$ cat src/rtl/mc_pkg.sv
// Shared encodings for the multicycle controller: FSM states, opcodes and
// the datapath mux/ALU select codes.
package mc_pkg;

    typedef logic [3:0] state_t;

    localparam state_t S_FETCH    = 4'd0;
    localparam state_t S_DECODE   = 4'd1;
    localparam state_t S_MEMADR   = 4'd2;
    localparam state_t S_LBRD     = 4'd3;
    localparam state_t S_LBWR     = 4'd4;
    localparam state_t S_SBWR     = 4'd5;
    localparam state_t S_RTYPEEX  = 4'd6;
    localparam state_t S_RTYPEWR  = 4'd7;
    localparam state_t S_BRANCHEX = 4'd8;
    localparam state_t S_ADDIEX   = 4'd9;
    localparam state_t S_ADDIWR   = 4'd10;
    localparam state_t S_JEX      = 4'd11;

    localparam logic [5:0] OP_LB    = 6'b100000;
    localparam logic [5:0] OP_SB    = 6'b101000;
    localparam logic [5:0] OP_RTYPE = 6'b000000;
    localparam logic [5:0] OP_BEQ   = 6'b000100;
    localparam logic [5:0] OP_BNE   = 6'b000101;
    localparam logic [5:0] OP_ADDI  = 6'b001000;
    localparam logic [5:0] OP_J     = 6'b000010;

    typedef enum logic [1:0] {
        SRCB_B     = 2'b00,
        SRCB_ONE   = 2'b01,
        SRCB_IMM   = 2'b10,
        SRCB_BRIMM = 2'b11
    } alusrcb_e;

    typedef enum logic [1:0] {
        ALUOP_ADD   = 2'b00,
        ALUOP_SUB   = 2'b01,
        ALUOP_FUNCT = 2'b10
    } aluop_e;

    typedef enum logic [1:0] {
        PCSRC_ALU    = 2'b00,
        PCSRC_ALUOUT = 2'b01,
        PCSRC_JUMP   = 2'b10
    } pcsrc_e;

endpackage

$ cat src/rtl/mc_beat_counter.sv
// Fetch beat counter: counts accepted instruction bytes 0..INSTR_BYTES-1 and
// flags the final beat so the FSM knows when the IR is complete.
module mc_beat_counter #(
    parameter int INSTR_BYTES = 4,
    parameter int BEAT_W      = 2
) (
    input  logic              clk,
    input  logic              reset,
    input  logic              en_i,
    output logic [BEAT_W-1:0] beat_o,
    output logic              last_o
);

    logic [BEAT_W-1:0] beat_q;
    logic [BEAT_W-1:0] beat_d;

    assign last_o = (beat_q == BEAT_W'(INSTR_BYTES - 1));
    assign beat_o = beat_q;

    always_comb begin
        beat_d = beat_q;
        if (en_i) begin
            beat_d = last_o ? '0 : beat_q + BEAT_W'(1);
        end
    end

    always_ff @(posedge clk) begin
        if (reset) begin
            beat_q <= '0;
        end else begin
            beat_q <= beat_d;
        end
    end

endmodule

$ cat src/rtl/mc_controller.sv
// Multicycle control unit for the byte-serial datapath: multi-beat fetch,
// mem_ready stalls, sticky illegal-opcode flag and retired-instruction count.
module mc_controller
    import mc_pkg::*;
#(
    parameter int INSTR_BYTES = 4,
    parameter int RET_W       = 16
) (
    input  logic                   clk,
    input  logic                   reset,
    input  logic [5:0]             op,
    input  logic                   zero,
    input  logic                   mem_ready,
    output logic                   memread,
    output logic                   memwrite,
    output logic                   iord,
    output logic [INSTR_BYTES-1:0] irwrite,
    output logic                   alusrca,
    output logic [1:0]             alusrcb,
    output logic [1:0]             aluop,
    output logic [1:0]             pcsource,
    output logic                   pcen,
    output logic                   regwrite,
    output logic                   regdst,
    output logic                   memtoreg,
    output logic                   illegal,
    output logic [RET_W-1:0]       retired
);

    localparam int BEAT_W = (INSTR_BYTES > 1) ? $clog2(INSTR_BYTES) : 1;

    state_t            state_q, state_d;
    logic              illegal_q, illegal_d;
    logic [RET_W-1:0]  retired_q, retired_d;
    logic [BEAT_W-1:0] beat;
    logic              beat_last;
    logic              beat_en;
    logic              pcwrite;
    logic              pcwritecond;
    logic              branch_taken;
    logic              retire;

    mc_beat_counter #(
        .INSTR_BYTES(INSTR_BYTES),
        .BEAT_W     (BEAT_W)
    ) u_beat (
        .clk   (clk),
        .reset (reset),
        .en_i  (beat_en),
        .beat_o(beat),
        .last_o(beat_last)
    );

    // The IR still holds the branch, so op tells BEQ from BNE in BRANCHEX.
    assign branch_taken = (op == OP_BNE) ? !zero : zero;
    assign pcen         = pcwrite | (pcwritecond & branch_taken);
    assign illegal      = illegal_q;
    assign retired      = retired_q;

    always_comb begin
        state_d     = state_q;
        illegal_d   = illegal_q;
        beat_en     = 1'b0;
        retire      = 1'b0;
        memread     = 1'b0;
        memwrite    = 1'b0;
        iord        = 1'b0;
        irwrite     = '0;
        alusrca     = 1'b0;
        alusrcb     = SRCB_B;
        aluop       = ALUOP_ADD;
        pcsource    = PCSRC_ALU;
        pcwrite     = 1'b0;
        pcwritecond = 1'b0;
        regwrite    = 1'b0;
        regdst      = 1'b0;
        memtoreg    = 1'b0;

        case (state_q)
            S_FETCH: begin
                memread = 1'b1;
                alusrcb = SRCB_ONE;
                if (mem_ready) begin
                    irwrite = INSTR_BYTES'(1) << beat;
                    pcwrite = 1'b1;
                    beat_en = 1'b1;
                    if (beat_last) begin
                        state_d = S_DECODE;
                    end
                end
            end
            S_DECODE: begin
                alusrcb = SRCB_BRIMM;
                case (op)
                    OP_LB, OP_SB:   state_d = S_MEMADR;
                    OP_RTYPE:       state_d = S_RTYPEEX;
                    OP_BEQ, OP_BNE: state_d = S_BRANCHEX;
                    OP_ADDI:        state_d = S_ADDIEX;
                    OP_J:           state_d = S_JEX;
                    default: begin
                        state_d   = S_FETCH;
                        illegal_d = 1'b1;
                    end
                endcase
            end
            S_MEMADR: begin
                alusrca = 1'b1;
                alusrcb = SRCB_IMM;
                state_d = (op == OP_SB) ? S_SBWR : S_LBRD;
            end
            S_LBRD: begin
                memread = 1'b1;
                iord    = 1'b1;
                if (mem_ready) begin
                    state_d = S_LBWR;
                end
            end
            S_LBWR: begin
                regwrite = 1'b1;
                memtoreg = 1'b1;
                retire   = 1'b1;
                state_d  = S_FETCH;
            end
            S_SBWR: begin
                memwrite = 1'b1;
                iord     = 1'b1;
                if (mem_ready) begin
                    retire  = 1'b1;
                    state_d = S_FETCH;
                end
            end
            S_RTYPEEX: begin
                alusrca = 1'b1;
                aluop   = ALUOP_FUNCT;
                state_d = S_RTYPEWR;
            end
            S_RTYPEWR: begin
                regdst   = 1'b1;
                regwrite = 1'b1;
                retire   = 1'b1;
                state_d  = S_FETCH;
            end
            S_BRANCHEX: begin
                alusrca     = 1'b1;
                aluop       = ALUOP_SUB;
                pcwritecond = 1'b1;
                pcsource    = PCSRC_ALUOUT;
                retire      = 1'b1;
                state_d     = S_FETCH;
            end
            S_ADDIEX: begin
                alusrca = 1'b1;
                alusrcb = SRCB_IMM;
                aluop   = ALUOP_ADD;
                state_d = S_ADDIWR;
            end
            S_ADDIWR: begin
                regwrite = 1'b1;
                retire   = 1'b1;
                state_d  = S_FETCH;
            end
            S_JEX: begin
                pcwrite  = 1'b1;
                pcsource = PCSRC_JUMP;
                retire   = 1'b1;
                state_d  = S_FETCH;
            end
            default: state_d = S_FETCH;
        endcase

        retired_d = retire ? retired_q + RET_W'(1) : retired_q;
    end

    always_ff @(posedge clk) begin
        if (reset) begin
            state_q   <= S_FETCH;
            illegal_q <= 1'b0;
            retired_q <= '0;
        end else begin
            state_q   <= state_d;
            illegal_q <= illegal_d;
            retired_q <= retired_d;
        end
    end

endmodule

$ cat config.mk
export PLATFORM = sky130hd
export DESIGN_NAME = mc_controller
export DESIGN_NICKNAME = d
export VERILOG_FILES = /design/src/rtl/mc_pkg.sv /design/src/rtl/mc_beat_counter.sv /design/src/rtl/mc_controller.sv
export SDC_FILE = /design/constraint.sdc
export NUM_CORES = 1
export LEC_CHECK = 0
export BUFFER_PORTS_ARGS = -buffer_cell sky130_fd_sc_hd__buf_2
export CORE_ASPECT_RATIO = 0.7
export CORE_MARGIN = 8
export CORE_UTILIZATION = 56
export DETAILED_ROUTE_END_ITERATION = 12
export PLACE_DENSITY = 0.95
export SYNTH_ARGS = -nofsm -noshare
export SYNTH_HDL_FRONTEND = slang
export SYNTH_SLANG_ARGS = --single-unit
$ cat constraint.sdc
create_clock -name clk -period 4.8 [get_ports clk]
set_input_delay 1.44 -clock clk [delete_from_list [all_inputs] [get_ports clk]]
set_output_delay 1.44 -clock clk [all_outputs]
set_load 0.02 [all_outputs]
==> flow_summary.yaml, run 1 <==
worst_setup_path:
  cpMostUsedCell: "buf_2"
  critPathMaxFanout: 6
  cp_num_cells: 7
  critPathLaunch: "op[1]"
  arrival_ns: 2.63
  cp.required_ns: 3.36
  reg2reg_from: "state_q[2]"
  r2r_end: "retired[9]"
  path_class: "in -> out"
  cp_slowest_cell: "a211o_1"
  cp-endpoint: "pcen"
  r2r_slack_ns: 2.73
  cp_top_family: "simple AND/OR/NAND/NOR gates"
  crit_path_cell_trace: "buf_2 > nor3_1 > nand3_1 > xor2_1 > a211o_1 > o21ai_0 > buf_2"
  critical_path_buf_inv_count: 2
  reg2regPathDepth: 5
  cp-start-kind: "input pin"
  slowest_delay_ns: 0.28
  crit_path_end_kind: "primary output"
drt:
  wl_um: 3640
  drtIter0Drc: 130
  via_count: 1510
  final_antenna_net_count: 0
  drt_first_pass_iters: 4
  wl_per_cell_um: 13.4
  drc: 0
  via_per_inst: 5.55
clock_network:
  cts_max_level: 1
  cts_resized: 0
  cts_tree: "built"
  ctsHoldBuffers: 0
  cts.sinks: 23
  clk_pin_slew_ns: 0.07
  clockBufferDepth: 2
  root_buffer: "clkbuf_8"
  cts_setup_buffers: 0
  clock_latency_ns: 0.26
  cts_buffers: 3
timing:
  worstMarginPinSlew_ns: 0.649
  relSlewSlack_pct: 56.7
  fin_setup_tns_ns: 0
  clock.fmax_mhz: 246
  hold_ws_ns: 0.477
  fin_crit_sh_pct: 84.8
  setup_violations: 0
  hold_viol_final: 0
  finalMaxSlewViolations: 0
  clock_skew_ns: 0.00168
  rsz0062_at_grt: "false"
  fin_crit_ns: 4.07
hold_path:
  min_from: "illegal"
  hold_path_class: "reg -> reg"
synth:
  syn-cell-area_um2: 1580
  synthesis.nets: 215
  syn_inst: 200
  synth_area_leaders: "dfxtp_1, xnor2_1, nor2_1"
  yosysMostFrequentCell: "nor2_1"
  yosys.area.top_type: "dfxtp_1"
  ys_ff_latch: 23
  synth_edf_count: 0
  synthFlopType: "dfxtp_1"
  synth_top_area_share_pct: 29.2
  yosys-top-cells-count: "nor2_1, dfxtp_1, nor3_1"
  seq_area_frac_synth_pct: 29.2
  synthArstFlopShare_pct: 0
  syn_area_per_cell_um2: 7.88
  yosysWarnings: 0
  synth_cell_types: 49
floorplan:
  die_area_um2: 4790
  core_um2: 2740
  die_h_um: 60.4
  ios: 45
  core.rowCount: 16
  start_util_pct: 57.4
  dieWidth_um: 79.4
global_route:
  grt_use_total_pct: 15.7
  antenna_found_initial: 0
  grt_max_degree: 25
  grt_pass1_wl_um: 6150
  grt_pass1_vias: 1347
  overflow: 0
pwr:
  p_per_area_nw_per_um2: 193
  power.share.clock_pct: 32.8
  p_sw_mw: 0.0842
  p_leak_nw: 0.759
  internal-power_mw: 0.268
  switching_share_pct: 23.9
  ir_drop_v: 0.000172
  finalPower_mw: 0.352
  combPwrFrac_pct: 11.5
  pwr-share-seq_pct: 55.7
placed_design:
  postPlaceCellArea_um2: 1790
  dp_hpwl_um: 2720
  port_buffers: 44
  gp_congestion: 0.841
layout:
  diodes: 0
  area_growth_syn_to_layout_pct: 16.2
  finalNetCount: 252
  fin_area_um2: 1830
  fin_util_pct: 66.7
  drive_gt1_share_pct: 24.2
outcome:
  status: "finished, final reports clean"
job:
  maxCapViolCount: 0
[worst min-delay path, stage by stage (launching register included)]
cell and delay (ns):
dfxtp_1 0.33, a31oi_1 0.04, nor2_1 0.07
[worst min path at each step]
stage | endpoint | slack, ns | depth (start not counted)
CTS | illegal | 0.49 | 2
finish | illegal | 0.48 | 2
floorplan | u_beat.beat_o[1] | 0.51 | 2
global route | illegal | 0.53 | 2
global placement | illegal | 0.46 | 2
detailed placement | illegal | 0.47 | 2
[through the flow]
step	instances	worst slack (ns)
finish	272	0.730
global route	272	0.652
CTS	272	0.723
detailed placement	268	0.724
global placement	268	0.749
floorplan	200	0.945
[sequential cells by signal (all words and copies together), names as in the netlist]
register,flops
retired,16
state_q,4
illegal,1
u_beat.beat_o,2
[placed cells by master (no fill, tap or decap), types with 6 or more instances in the layout]
| cell type | instances |
|---|---|
| a21oi_1 | 7 |
| buf_2 | 44 |
| dfxtp_1 | 23 |
| nand2_1 | 13 |
| nand3_1 | 7 |
| nor3_1 | 15 |
| o21ai_0 | 9 |
| nor2_1 | 28 |
| nand2b_1 | 6 |
| xnor2_1 | 14 |
[logic make-up (layout without fill, tap and decap cells)]
group           count (synthesis)  after routing  share of synthesized area (%)
compound gates                 28             28                           11.7
fa+ha+maj                       5              5                           3.97
mux                             1              1                          0.635
buf+inv                        18             54                           5.16
simple gates                  107            107                           39.3
flops                          23             23                           29.2
xor+xnor                       18             18                           10.0
[power groups by stage]
| stage | Clock [mW] | Sequential [mW] | Combinational [mW] |
|---|---|---|---|
| 2_1_floorplan | 0 | 0.200 | 0.0274 |
| 3_3_place_gp | 0 | 0.201 | 0.0390 |
| 3_5_place_dp | 0 | 0.201 | 0.0407 |
| 4_1_cts | 0.121 | 0.196 | 0.0409 |
| 5_1_grt | 0.129 | 0.197 | 0.0456 |
| 6_report | 0.116 | 0.196 | 0.0405 |
[layout make-up]
class	instances	area, µm²
clock buffer	4	45.0
fill	232	912
inverter	5	18.8
multi-input combinational	159	1030
sequential	23	460
tap	36	45.0
timing repair buffer	45	228
[routing by layer]
metal  vias to the layer above  part of all wire [%]  GRT usage, %
met5                         -                     0             0
met2                        49                    44          23.9
li1                        777                     -             -
met1                       678                    47          21.1
met4                         0                   1.4          4.20
met3                         6                   8.0          4.73
No activity file was read; power rests on OpenSTA's default activity.
==> run 2, diff against run 1 <==
--- a/config.mk
+++ b/config.mk
@@ -8,9 +8,9 @@
 export BUFFER_PORTS_ARGS = -buffer_cell sky130_fd_sc_hd__buf_2
 export CORE_ASPECT_RATIO = 0.7
 export CORE_MARGIN = 8
-export CORE_UTILIZATION = 56
+export CORE_UTILIZATION = 52
 export DETAILED_ROUTE_END_ITERATION = 12
-export PLACE_DENSITY = 0.95
+export PLACE_DENSITY = 0.9
 export SYNTH_ARGS = -nofsm -noshare
 export SYNTH_HDL_FRONTEND = slang
 export SYNTH_SLANG_ARGS = --single-unit
==> constraint.sdc (replaced) <==
create_clock -name clk -period 3.9 [get_ports clk]
set_input_delay 1.17 -clock clk [delete_from_list [all_inputs] [get_ports clk]]
set_output_delay 1.17 -clock clk [all_outputs]
set_load 0.02 [all_outputs]
==> run 2 against run 1 <==
Effect of this change: non-clock buffer count rose by 1; clock-buffer cell count unchanged; sequential cell count is the same; register-to-register slack worse by 0.85 ns; setup slack got worse by 0.39 ns; critical path depth is the same; cell count grew 0.37%; via count is 1.5% higher; global-route usage is 0.91 points lower; clock power rose by 23%; routed wire length grew 3.2%.
==> flow_summary.yaml, run 2 (synthesis gave the netlist of run 1 again) <==
outcome:
  status: "finished, final reports clean"
layout:
  layout_common_cells: "buf_2, nor2_1, dfxtp_1, nor3_1, xnor2_1"
  fin_util_pct: 64.7
  diodes: 0
  area_growth_syn_to_layout_pct: 16.7
  fill_cells: 248
  final_common_cell: "buf_2"
  drive_gt1_share_pct: 24.5
  finalNetCount: 253
  largest_reg_flops: 16
worst_setup_path:
  slowest_delay_ns: 0.30
  crit_path_end_kind: "primary output"
  arrival_ns: 2.39
  cp_top_family: "simple AND/OR/NAND/NOR gates"
  cp_slowest_cell: "a211o_1"
  crit_path_cell_trace: "buf_2 > nor3_1 > nand3_1 > xor2_1 > a211o_1 > o21ai_0 > buf_2"
  path_class: "in -> out"
  cp.required_ns: 2.73
  critical_path_buf_inv_count: 2
  critPathMaxFanout: 6
  cp-start-kind: "input pin"
  cpMostUsedCell: "buf_2"
timing:
  clock.fmax_mhz: 281
  worstMarginPinSlew_ns: 0.576
  fin_crit_sh_pct: 91.4
  fin_crit_ns: 3.56
  relSlewSlack_pct: 61.5
  fin_setup_tns_ns: 0
  setup_violations: 0
  hold_ws_ns: 0.483
  hold_viol_final: 0
  finalMaxSlewViolations: 0
  rsz0062_at_grt: "false"
  clock_skew_ns: 0.00264
clock_network:
  cts_resized: 0
  cts_tree: "built"
  clock_latency_ns: 0.26
  cts_max_level: 1
  ctsHoldBuffers: 0
  cts.sinks: 23
  root_buffer: "clkbuf_8"
  clockBufferDepth: 2
  cts_buffers: 3
  clk_pin_slew_ns: 0.08
  cts_setup_buffers: 0
drt:
  drt_first_pass_iters: 4
  via_count: 1532
  drc: 0
  drtIter0Drc: 137
  final_antenna_net_count: 0
  wl_um: 3760
  wl_per_cell_um: 13.8
  via_per_inst: 5.61
floorplan:
  die_h_um: 62.1
  ios: 45
  core.rowCount: 16
  dieWidth_um: 81.8
  die_area_um2: 5070
  core_um2: 2840
  start_util_pct: 55.4
placed_design:
  port_buffers: 44
  gp_congestion: 0.862
  dp_hpwl_um: 2810
hold_path:
  hold_path_class: "reg -> reg"
global_route:
  grt_use_total_pct: 14.8
  overflow: 0
  antenna_found_initial: 0
  grt_pass1_vias: 1337
  grt_pass1_wl_um: 6040
  grt_max_degree: 25
pwr:
  p_per_area_nw_per_um2: 236
  ir_drop_v: 0.000214
  p_leak_nw: 0.764
  finalPower_mw: 0.435
job:
  maxCapViolCount: 0
run 2: changes by cell type in the layout (fill, tap and decap cells not counted):
cell and change:
buf_4 +1
run 2: area by class of cell:
| cell class | instances | area [µm²] | area share [%] |
|---|---|---|---|
| multi-input combinational | 159 | 1030 | 56.2 |
| clock buffer | 4 | 45.0 | 2.45 |
| sequential | 23 | 460 | 25.1 |
| tap | 36 | 45.0 | 2.45 |
| inverter | 5 | 18.8 | 1.02 |
| timing repair buffer | 46 | 235 | 12.8 |
run 2: tightest hold or removal path: stages (launching register included):
cell	delay [ns]
dfxtp_1	0.33
a31oi_1	0.04
nor2_1	0.07
run 2: through the flow:
stage | setup slack (ns) | cells | cell area, µm²
after global routing | 0.216 | 273 | 1840
final | 0.335 | 273 | 1840
after detailed placement | 0.342 | 269 | 1790
after CTS | 0.338 | 273 | 1840
after floorplan | 0.585 | 200 | 1580
after global placement | 0.363 | 269 | 1790
run 2: final timing paths:
path              slack [ns]          to        from  depth (start not counted)
setup / recovery        0.34        pcen       op[1]                          7
hold / removal          0.48     illegal     illegal                          2
setup reg to reg        1.88  retired[6]  state_q[2]                          6
hold reg to reg         0.48     illegal     illegal                          2
run 2: where the power goes:
part	switching, mW	internal, mW	leakage (nW)
sequential	0.00405	0.238	0.186
clock	0.0705	0.0727	0.0228
combinational	0.0301	0.0196	0.556
run 2: per-layer routing:
metal	global-route usage, %	wire, µm	up-vias
met1	18.9	1860	708
met3	4.17	221	2
met4	2.99	16	0
met2	24.4	1660	49
li1	-	-	773
met5	0	0	-
